**config.mk**
```make
export PLATFORM = sky130hd
export DESIGN_NAME = bcd_display_scan
export DESIGN_NICKNAME = d
export VERILOG_FILES = /design/src/rtl/disp_pkg.sv /design/src/rtl/bcd_to_7seg.sv /design/src/rtl/bcd_display_scan.sv
export SDC_FILE = /design/constraint.sdc
export NUM_CORES = 1
export LEC_CHECK = 0
export CAP_MARGIN = 20
export CORE_ASPECT_RATIO = 0.75
export CORE_MARGIN = 2
export CORE_UTILIZATION = 53
export CTS_CLUSTER_DIAMETER = 40
export DETAILED_ROUTE_END_ITERATION = 12
export HOLD_SLACK_MARGIN = 0.08
export PLACE_DENSITY = 0.82
export SLEW_MARGIN = 30
export SYNTH_ARGS = -nofsm -noshare
export SYNTH_HDL_FRONTEND = slang
export SYNTH_SLANG_ARGS = --single-unit
export TNS_END_PERCENT = 5
```
**constraint.sdc**
```tcl
create_clock -name clk -period 2.4 [get_ports clk]
set_input_delay 0.48 -clock clk [delete_from_list [all_inputs] [get_ports clk]]
set_output_delay 0.48 -clock clk [all_outputs]
set_load 0.01 [all_outputs]
```
**src/rtl/disp_pkg.sv**
```systemverilog
// rtl/disp_pkg.sv - shared 7-segment constants for multiplexed display blocks
// Patterns are active low, bit order {g,f,e,d,c,b,a}.
package disp_pkg;

    localparam logic [6:0] SEG_0     = 7'b1000000;
    localparam logic [6:0] SEG_1     = 7'b1111001;
    localparam logic [6:0] SEG_2     = 7'b0100100;
    localparam logic [6:0] SEG_3     = 7'b0110000;
    localparam logic [6:0] SEG_4     = 7'b0011001;
    localparam logic [6:0] SEG_5     = 7'b0010010;
    localparam logic [6:0] SEG_6     = 7'b0000010;
    localparam logic [6:0] SEG_7     = 7'b1111000;
    localparam logic [6:0] SEG_8     = 7'b0000000;
    localparam logic [6:0] SEG_9     = 7'b0010000;
    localparam logic [6:0] SEG_DASH  = 7'b0111111;
    localparam logic [6:0] SEG_BLANK = 7'b1111111;

    localparam logic [3:0] AN_OFF    = 4'b1111;

endpackage

```
**src/rtl/bcd_to_7seg.sv**
```systemverilog
// rtl/bcd_to_7seg.sv - 4-bit code plus blank flag to active-low 7-segment pattern
// Non-BCD codes (10..15) render as a dash; blank overrides everything.
module bcd_to_7seg
    import disp_pkg::*;
(
    input  logic [3:0] code_i,
    input  logic       blank_i,
    output logic [6:0] seg_o
);

    always_comb begin
        seg_o = SEG_DASH;
        if (blank_i) begin
            seg_o = SEG_BLANK;
        end else begin
            case (code_i)
                4'd0:    seg_o = SEG_0;
                4'd1:    seg_o = SEG_1;
                4'd2:    seg_o = SEG_2;
                4'd3:    seg_o = SEG_3;
                4'd4:    seg_o = SEG_4;
                4'd5:    seg_o = SEG_5;
                4'd6:    seg_o = SEG_6;
                4'd7:    seg_o = SEG_7;
                4'd8:    seg_o = SEG_8;
                4'd9:    seg_o = SEG_9;
                default: seg_o = SEG_DASH;
            endcase
        end
    end

endmodule

```
**src/rtl/bcd_display_scan.sv**
```systemverilog
// rtl/bcd_display_scan.sv - 4-digit multiplexed common-anode 7-segment scanner
// Digits are snapshotted once per frame so a displayed frame never tears.
module bcd_display_scan
    import disp_pkg::*;
#(
    parameter int REFRESH_DIV = 50000,
    parameter bit BLANK_LZ    = 1'b1
) (
    input  logic       clk,
    input  logic       rst,
    input  logic [3:0] Qdata3,
    input  logic [3:0] Qdata2,
    input  logic [3:0] Qdata1,
    input  logic [3:0] Qdata0,
    output logic [3:0] an_n,
    output logic [6:0] seg_n,
    output logic       frame_start
);

    localparam int                DIV_W    = $clog2(REFRESH_DIV);
    localparam logic [DIV_W-1:0]  DIV_LAST = DIV_W'(REFRESH_DIV - 1);

    logic [DIV_W-1:0] div_cnt_q, div_cnt_d;
    logic [1:0]       idx_q, idx_d;
    logic [3:0][3:0]  snap_q, snap_d;
    logic [3:0]       an_n_q, an_n_d;
    logic [6:0]       seg_n_q, seg_n_d;
    logic             frame_start_q, frame_start_d;

    logic             tick;
    logic [3:0]       lz_blank;
    logic [3:0]       cur_code;
    logic             cur_blank;
    logic [6:0]       cur_seg;

    // A digit is a leading zero only if it and every more significant digit are 0.
    always_comb begin
        lz_blank    = 4'b0000;
        if (BLANK_LZ) begin
            lz_blank[3] = (snap_q[3] == 4'h0);
            lz_blank[2] = lz_blank[3] && (snap_q[2] == 4'h0);
            lz_blank[1] = lz_blank[2] && (snap_q[1] == 4'h0);
        end
    end

    assign cur_code  = snap_q[idx_q];
    assign cur_blank = lz_blank[idx_q];

    bcd_to_7seg u_dec (
        .code_i  (cur_code),
        .blank_i (cur_blank),
        .seg_o   (cur_seg)
    );

    always_comb begin
        tick          = (div_cnt_q == DIV_LAST);
        div_cnt_d     = tick ? '0 : div_cnt_q + 1'b1;
        idx_d         = tick ? idx_q + 2'd1 : idx_q;
        snap_d        = snap_q;
        frame_start_d = 1'b0;
        if (tick && (idx_q == 2'd3)) begin
            snap_d        = {Qdata3, Qdata2, Qdata1, Qdata0};
            frame_start_d = 1'b1;
        end
        an_n_d        = ~(4'b0001 << idx_q);
        seg_n_d       = cur_seg;
    end

    always_ff @(posedge clk) begin
        if (rst) begin
            div_cnt_q     <= '0;
            idx_q         <= 2'd0;
            snap_q        <= '0;
            an_n_q        <= AN_OFF;
            seg_n_q       <= SEG_BLANK;
            frame_start_q <= 1'b0;
        end else begin
            div_cnt_q     <= div_cnt_d;
            idx_q         <= idx_d;
            snap_q        <= snap_d;
            an_n_q        <= an_n_d;
            seg_n_q       <= seg_n_d;
            frame_start_q <= frame_start_d;
        end
    end

    assign an_n        = an_n_q;
    assign seg_n       = seg_n_q;
    assign frame_start = frame_start_q;

endmodule

```
==> flow_summary.json, run 1 <==
{
  "syn_area_mm2": 0.00210,
  "syn_to_final_growth_pct": 17.6,
  "wl_um": 4250,
  "grt_remaining_overflow": 0,
  "fin_nets": 280,
  "cp.required_ns": 2.56,
  "wl_per_cell_um": 14.0,
  "syn_nets": 257,
  "synth_warnings": 0,
  "power_density_mw_per_mm2": 529,
  "viasPerCell": 5.65,
  "postLayoutCellArea_mm2": 0.00247,
  "fin_ws_ns": 0.317,
  "tns_ns": 0,
  "cp_max_fo": 8,
  "min_path_type": "reg -> reg",
  "postCtsSetupBuffers": 0,
  "cts.sinks": 46,
  "first_global_vias": 1593,
  "slew_viol_final": 0,
  "syn_inst": 229,
  "crit_type": "reg -> reg",
  "place_inst": 297,
  "vias": 1711,
  "syn_avg_cell_area_um2": 9.17,
  "cts-root-buf": "clkbuf_8",
  "synth-seq-area-share": 0.438,
  "ant_nets": 0,
  "finalCritPeriodShare": 0.868,
  "synth_cell_types": 38,
  "startpoint_type": "flop",
  "dpl.hpwl_um": 3020,
  "rsz0062_at_grt": "false",
  "maxCapViolCount": 0,
  "post-place-ws_ns": 0.342,
  "track_usage": 0.212,
  "slew_headroom": 0.563,
  "cts_tree": "yes",
  "p_leak_nw": 0.888,
  "hold_violations": 0,
  "most-common-layout-cells": "dfxtp_1 (46), clkdlybuf4s50_1 (29), nand3_1 (24)",
  "ctsResizeCount": 0,
  "final_common_cell": "dfxtp_1",
  "dr.pass1.iters": 4,
  "dieArea_mm2": 0.00449,
  "diodes": 0,
  "drc_errors": 0,
  "synth_ff_type": "dfxtp_1",
  "place_area_mm2": 0.00239,
  "die_w_um": 76.7,
  "drt_iter0_drc": 88,
  "coreArea_mm2": 0.00373,
  "synth_edf_count": 0,
  "cts.clk_slew.worst_paths_ns": 0.08,
  "std_cell_rows": 19,
  "grt_max_degree": 20,
  "setup_violations": 0,
  "die_h_um": 58.5,
  "max-clock-path-buffers": 2,
  "gp_congestion": 0.805,
  "cp_data_arrival_time_ns": 2.24,
  "cp-end-kind": "flop",
  "port_buffers": 29,
  "fin_skew_ns": 0.00348,
  "pin_count": 30,
  "clk_latency_ns": 0.29,
  "ctsHoldBuffers": 0,
  "stdcell_count": 303,
  "worst_pin_slew_ns": 0.655,
  "fmax_ghz": 0.480,
  "grt_pass1_wl_um": 7440,
  "h-tree-depth": 2,
  "ys_ff_latch": 46,
  "antenna_found_initial": 0,
  "status": "finished clean",
  "synthArstFlopShare": 0,
  "layout-drive-gt1-share": 0.0637,
  "peakVddDrop_mv": 0.320,
  "numCtsBuffers": 5,
  "initial_core_util": 0.563,
  "finalPower_mw": 1.31,
  "min_period_ns": 2.08
}
==> cell type report <==
class	instances	area [um^2]
well taps	52	65.1
clock buffers	6	82.6
flip-flops and latches	46	921
repair buffers	33	320
multi-input cells	157	1050
fillers	318	1260
inverters	9	33.8
==> worst paths after layout <==
| path | from | to | slack, ns | cells past startpoint |
|---|---|---|---|---|
| setup reg to reg | idx_q[0] | seg_n[4] | 0.32 | 6 |
| setup / recovery | idx_q[0] | seg_n[4] | 0.32 | 6 |
| hold / removal | div_cnt_q[0] | div_cnt_q[0] | 0.49 | 1 |
| hold reg to reg | div_cnt_q[0] | div_cnt_q[0] | 0.49 | 1 |
==> cells by family after synthesis <==
| kind of cell | after synthesis | synth area share |
|---|---|---|
| and+or+nand+nor | 81 | 0.207 |
| DFF | 46 | 0.438 |
| AOI/OAI and AO/OA | 48 | 0.126 |
| adders and majority gates | 10 | 0.0596 |
| buffers and inverters | 26 | 0.0625 |
| xor gates and xnor gates | 13 | 0.0542 |
| muxes | 5 | 0.0518 |
==> registers in the layout (all words and copies together) (netlist names) <==
register	flops
frame_start	1
div_cnt_q	16
an_n	4
snap_q	16
seg_n	7
idx_q	2
==> Yosys cell counts (4+ instances only) <==
library cell	instances	area share
dfxtp_1	46	0.44
nand3_1	24	0.057
a21oi_1	21	0.050
o21ai_0	20	0.048
nor2_1	18	0.032
ha_1	10	0.060
nand2_1	10	0.018
xor2_1	10	0.042
inv_1	9	0.016
clkbuf_1	8	0.014
nand4_1	7	0.021
and3_1	4	0.012
and4_1	4	0.017
==> power by group <==
| part | total [mW] | internal [mW] | switching, mW |
|---|---|---|---|
| Clock | 0.462 | 0.222 | 0.240 |
| Combinational | 0.0673 | 0.0421 | 0.0252 |
| Sequential | 0.779 | 0.773 | 0.00558 |
| Total | 1.31 | 1.04 | 0.270 |
==> through the flow <==
step	hold slack, ns	util
2_1_floorplan	0.426	-
3_3_place_gp	0.444	0.640
3_5_place_dp	0.475	0.640
4_1_cts	0.485	0.662
5_1_grt	0.513	0.662
6_report	0.486	0.662
==> layer usage <==
metal,up-vias,share of wire,track usage
met4,0,0.013,0.0883
met2,54,0.44,0.330
met3,7,0.061,0.0583
li1,850,-,-
met1,800,0.49,0.283
met5,-,0,0
==> critical path, cell delays in order (launching register included) <==
cell and delay [ns]:
dfxtp_1 0.55, mux4_1 0.72, inv_1 0.15, ha_1 0.18
nor2b_1 0.05, a211oi_1 0.20, o211ai_1 0.10
Note: power is estimated with default switching activity, not from simulation.
==> inputs of run 2 (changes only) <==
--- a/config.mk
+++ b/config.mk
@@ -8,13 +8,13 @@
 export CAP_MARGIN = 20
 export CORE_ASPECT_RATIO = 0.75
 export CORE_MARGIN = 2
-export CORE_UTILIZATION = 53
+export CORE_UTILIZATION = 54
 export CTS_CLUSTER_DIAMETER = 40
 export DETAILED_ROUTE_END_ITERATION = 12
 export HOLD_SLACK_MARGIN = 0.08
-export PLACE_DENSITY = 0.82
-export SLEW_MARGIN = 30
+export PLACE_DENSITY = 0.83
 export SYNTH_ARGS = -nofsm -noshare
 export SYNTH_HDL_FRONTEND = slang
+export SYNTH_HIERARCHICAL = 1
 export SYNTH_SLANG_ARGS = --single-unit
 export TNS_END_PERCENT = 5
==> run 2 against run 1 <==
Setup slack lost 0.075 ns. Clock skew rose by 0.0015 ns. Via count increased by 2.9%. Sequential share of layout area is 2.1 points lower. Final cell count is 7.3% higher. Clock power up 4%. Routed wire length decreased by 0.31%. Register-to-register slack worse by 0.08 ns.
==> flow_summary.json, run 2 <==
{
  "min_path_type": "reg -> reg",
  "diodes": 0,
  "std_cell_rows": 20,
  "synth_common_cells": "dfxtp_1 (46), nor2_1 (27), a21oi_1 (21)",
  "finalCritPeriodShare": 0.899,
  "cts.sinks": 46,
  "peakVddDrop_mv": 0.311,
  "grt_remaining_overflow": 0,
  "syn_to_final_growth_pct": 18.9,
  "first_global_vias": 1559,
  "ys_ff_latch": 46,
  "post-place-ws_ns": 0.126,
  "grt_pass1_wl_um": 7280,
  "place_inst": 317,
  "syn_avg_cell_area_um2": 9.07,
  "syn_area_mm2": 0.00220,
  "min_period_ns": 2.16,
  "maxCapViolCount": 0,
  "antenna_found_initial": 0,
  "syn_inst": 243,
  "final-seq-area_um2": 922,
  "cts.clk_slew.worst_paths_ns": 0.08,
  "hold_violations": 0,
  "status": "finished clean",
  "most-common-layout-cells": "dfxtp_1 (45), clkdlybuf4s50_1 (29), nor2_1 (27)",
  "die_w_um": 77.8,
  "dieArea_mm2": 0.00461,
  "cts-root-buf": "clkbuf_8",
  "synth-seq-area-share": 0.418,
  "synth_largest_area_cell": "dfxtp_1",
  "max-clock-path-buffers": 2,
  "cp_slowest_cell": "mux4_2",
  "coreArea_mm2": 0.00398,
  "crit_chain": "buf_4 > mux4_2 > inv_1 > ha_1 > nor4bb_1 > nor2_1 > or2_2",
  "ctsResizeCount": 0,
  "reg2reg_from": "idx_q[0]",
  "critical_path.max_stage_delay_ns": 0.57,
  "synth_ff_type": "dfxtp_1",
  "cp-end-kind": "flop",
  "finalPower_mw": 1.33,
  "slew_headroom": 0.592,
  "yosysMostFrequentCell": "dfxtp_1",
  "drt_iter0_drc": 111,
  "clk_latency_ns": 0.29,
  "reg2reg_slack_ns": 0.24,
  "numCtsBuffers": 5,
  "port_buffers": 29,
  "tns_ns": 0,
  "fmax_ghz": 0.463,
  "cts_tree": "yes",
  "die_h_um": 59.3,
  "startpoint_type": "flop",
  "pin_count": 30,
  "ant_nets": 0,
  "wl_um": 4240,
  "gp_congestion": 0.893,
  "h-tree-depth": 2,
  "fill_cells": 318,
  "worst_pin_slew_ns": 0.611,
  "cp.required_ns": 2.59,
  "wl_per_cell_um": 13.0,
  "synthArstFlopShare": 0,
  "drc_errors": 0,
  "crit_family": "simple AND/OR/NAND/NOR gates",
  "fin_nets": 297,
  "synth_warnings": 6,
  "fin_skew_ns": 0.00495,
  "layout-drive-gt1-share": 0.119,
  "viasPerCell": 5.42,
  "slew_viol_final": 0,
  "cp_max_fo": 7,
  "synth_edf_count": 0,
  "p_leak_nw": 0.911,
  "track_usage": 0.200,
  "fin_util": 0.658,
  "vias": 1760,
  "cp_data_arrival_time_ns": 2.34,
  "r2r-end": "seg_n[3]",
  "stdcell_count": 325,
  "synth_top_area_share": 0.418,
  "critPathBufInv": 2,
  "min_to": "div_cnt_q[0]",
  "dr.pass1.iters": 4,
  "min-delay-start": "div_cnt_q[0]",
  "synthTopCellsByArea": "dfxtp_1 (42%), ha_1 (5.7%), xnor2_1 (5.6%)",
  "ctsHoldBuffers": 0,
  "crit_type": "reg -> reg",
  "final_common_cell": "dfxtp_1",
  "setup_violations": 0,
  "power_density_mw_per_mm2": 506,
  "dpl.hpwl_um": 2970,
  "synth_cell_types": 39,
  "grt_max_degree": 31,
  "postCtsSetupBuffers": 0,
  "syn_nets": 271,
  "worstHoldPathCells": 1,
  "worst-r2r-cell-count": 7,
  "multi_input_area_mm2": 0.00115,
  "initial_core_util": 0.554,
  "fin_ws_ns": 0.242,
  "rsz0062_at_grt": "false"
}
-- run 2: changes by cell type after synthesis, moves of 5 or more --
cell	before	now
nand2_1	10	5
nand2b_1	1	8
nand3_1	24	5
nand4_1	7	18
nor2_1	18	27
o21ai_0	20	4
o21ai_1	1	16
or2_2	0	7
xnor2_1	3	14
xor2_1	10	1
-- run 2: worst register-to-register path, cell delays in order (launching register included) --
cell	delay, ns
dfxtp_2	0.42
buf_4	0.16
mux4_2	0.57
inv_1	0.13
ha_1	0.14
nor4bb_1	0.30
nor2_1	0.06
or2_2	0.27
-- run 2: layout make-up --
class / instances / share of cell area
Inverter: 12 / 0.0172
Clock buffer: 6 / 0.0315
Sequential cell: 46 / 0.352
Multi-Input combinational cell: 169 / 0.440
Tap cell: 55 / 0.0263
Clock inverter: 2 / 0.00478
Timing Repair Buffer: 35 / 0.128
-- run 2: report_power, final --
group | internal, mW | switching, mW
combinational | 0.0443 | 0.0243
clock | 0.231 | 0.247
sequential | 0.773 | 0.00572
total | 1.05 | 0.277
-- run 2: cells by family after synthesis --
kind of cell / count (synthesis) / synth area share
XOR/XNOR: 15 / 0.0596
flip-flops: 46 / 0.418
multiplexers: 4 / 0.0409
AO/OA/AOI/OAI: 47 / 0.115
AND/OR/NAND/NOR: 93 / 0.251
buffers and inverters: 28 / 0.0591
adder cells (fa/ha/maj): 10 / 0.0568
-- run 2: layer usage --
metal / wire length [um] / vias up / GRT usage
met5: 0 / - / 0
li1: - / 900 / -
met4: 42 / 0 / 0.0663
met2: 1840 / 39 / 0.307
met1: 2150 / 814 / 0.282
met3: 201 / 7 / 0.0457
-- run 2: worst max path at each step --
| stage | endpoint | cells past startpoint | startpoint |
|---|---|---|---|
| global route | seg_n[3] | 7 | idx_q[0] |
| detailed placement | seg_n[3] | 7 | idx_q[0] |
| global placement | seg_n[3] | 6 | idx_q[0] |
| floorplan | seg_n[3] | 7 | idx_q[0] |
| CTS | seg_n[3] | 7 | idx_q[0] |
| finish | seg_n[3] | 7 | idx_q[0] |
-- run 2: stage by stage --
stage	hold WS [ns]	cell area (um^2)
global route	0.527	2620
global placement	0.441	2520
floorplan	0.430	2200
finish	0.477	2620
CTS	0.483	2620
detailed placement	0.464	2520
==> inputs of run 3 (changes only) <==
--- a/config.mk
+++ b/config.mk
@@ -6,13 +6,12 @@
 export NUM_CORES = 1
 export LEC_CHECK = 0
 export CAP_MARGIN = 20
-export CORE_ASPECT_RATIO = 0.75
 export CORE_MARGIN = 2
-export CORE_UTILIZATION = 54
+export CORE_UTILIZATION = 45
 export CTS_CLUSTER_DIAMETER = 40
 export DETAILED_ROUTE_END_ITERATION = 12
 export HOLD_SLACK_MARGIN = 0.08
-export PLACE_DENSITY = 0.83
+export PLACE_DENSITY = 0.72
 export SYNTH_ARGS = -nofsm -noshare
 export SYNTH_HDL_FRONTEND = slang
 export SYNTH_HIERARCHICAL = 1
==> run 3 against run 2 <==
Flip-flop and latch count unchanged. Die area increased by 19%. Via count is 1.3% higher. Critical path depth decreased by 1. Clock power increased by 2%. Critical path type unchanged.
==> flow_summary.json, run 3 (synthesis results as in run 2) <==
{
  "status": "finished clean",
  "most-common-layout-cells": "dfxtp_1 (46), clkdlybuf4s50_1 (29), nor2_1 (27)",
  "slew_viol_final": 0,
  "wl_per_cell_um": 13.5,
  "cp_max_fo": 4,
  "cp.required_ns": 2.60,
  "dr.pass1.iters": 4,
  "initial_core_util": 0.466,
  "maxCapViolCount": 0,
  "r2r-end": "seg_n[3]",
  "slew_headroom": 0.575,
  "std_cell_rows": 25,
  "min_to": "div_cnt_q[0]",
  "setup_violations": 0,
  "min_period_ns": 2.14,
  "cts-root-buf": "clkbuf_8",
  "cts_tree": "yes",
  "ctsHoldBuffers": 0,
  "dieArea_mm2": 0.00547,
  "first_global_vias": 1669,
  "min-delay-start": "div_cnt_q[0]",
  "peakVddDrop_mv": 0.319,
  "coreArea_mm2": 0.00472,
  "cts.clk_slew.worst_paths_ns": 0.09,
  "postCtsSetupBuffers": 0,
  "grt_max_degree": 31,
  "syn_to_final_growth_pct": 19.6,
  "fmax_ghz": 0.466,
  "numCtsBuffers": 5,
  "worstHoldPathCells": 1,
  "antenna_found_initial": 0,
  "worst_pin_slew_ns": 0.638,
  "cp_data_arrival_time_ns": 2.35,
  "ant_nets": 0,
  "pin_count": 30,
  "final_common_cell": "dfxtp_1",
  "viasPerCell": 5.27,
  "fill_cells": 440,
  "hold_violations": 0,
  "place_area_mm2": 0.00254,
  "worst-r2r-cell-count": 6,
  "h-tree-depth": 2,
  "clk_latency_ns": 0.31,
  "tns_ns": 0,
  "drt_iter0_drc": 65,
  "reg2reg_from": "idx_q[0]",
  "layout-drive-gt1-share": 0.114,
  "wl_um": 4550,
  "finalPower_mw": 1.34,
  "max-clock-path-buffers": 2,
  "ctsResizeCount": 0,
  "vias": 1782,
  "grt_remaining_overflow": 0,
  "finalCritPeriodShare": 0.894,
  "port_buffers": 29,
  "min_path_type": "reg -> reg",
  "fin_nets": 298,
  "postLayoutCellArea_mm2": 0.00264,
  "die_h_um": 74.0,
  "dpl.hpwl_um": 3230,
  "drc_errors": 0,
  "track_usage": 0.184,
  "grt_pass1_wl_um": 7620,
  "cts.sinks": 46,
  "power_density_mw_per_mm2": 507,
  "crit_type": "reg -> reg",
  "rsz0062_at_grt": "false",
  "fin_skew_ns": 0.0125,
  "diodes": 0,
  "p_leak_nw": 0.917,
  "startpoint_type": "flop",
  "cp-end-kind": "flop",
  "whs_ns": 0.475,
  "reg2reg_slack_ns": 0.26,
  "die_w_um": 74.0,
  "gp_congestion": 0.771
}
## run 3: cell types whose count changed in the layout (fill, tap and decap cells not counted)
cell	change
buf_4	+1
clkbuf_1	+1
clkinvlp_4	-1
dfxtp_1	+1
dfxtp_2	-1
## run 3: per-stage QoR
step / instances / util / setup slack [ns]
after CTS: 338 / 0.558 / 0.245
after detailed placement: 330 / 0.539 / 0.263
after global placement: 330 / 0.539 / 0.333
after global routing: 338 / 0.558 / 0.130
final: 338 / 0.558 / 0.256
after floorplan: 243 / - / 0.0771
## run 3: cell type report
| type | count | area (um^2) | share of cell area |
|---|---|---|---|
| Tap cell | 67 | 83.8 | 0.0318 |
| Sequential cell | 46 | 921 | 0.349 |
| Inverter | 12 | 45.0 | 0.0171 |
| Timing Repair Buffer | 36 | 343 | 0.130 |
| Clock buffer | 7 | 86.3 | 0.0327 |
| Clock inverter | 1 | 5.00 | 0.00190 |
| Multi-Input combinational cell | 169 | 1150 | 0.437 |
## run 3: worst max-delay path by stage
stage | from | endpoint | slack [ns] | cells after the start
after floorplan | idx_q[0] | seg_n[3] | 0.08 | 7
after global placement | idx_q[0] | seg_n[3] | 0.33 | 6
after detailed placement | idx_q[0] | seg_n[3] | 0.26 | 6
after CTS | idx_q[0] | seg_n[3] | 0.25 | 6
after global routing | idx_q[0] | seg_n[3] | 0.13 | 6
final | idx_q[0] | seg_n[3] | 0.26 | 6
## run 3: worst max-delay path, stage by stage, from the launching register on
cell      delay [ns]
dfxtp_1         0.41
mux4_2          0.57
ha_1            0.22
or2_0           0.25
a211oi_2        0.26
nor2_1          0.07
or2_2           0.26
## run 3: power by group
group / total (mW) / switching [mW] / leakage, nW / internal [mW]
registers: 0.779 / 0.00567 / 0.374 / 0.773
logic: 0.0691 / 0.0249 / 0.495 / 0.0441
clock network: 0.488 / 0.255 / 0.0482 / 0.232
## run 3: metal layers
metal,global-route usage,vias to the layer above,wire [um]
met5,0,-,0
met4,0.0667,0,36
met3,0.0488,4,152
met2,0.314,33,2290
met1,0.224,844,2070
li1,-,901,-
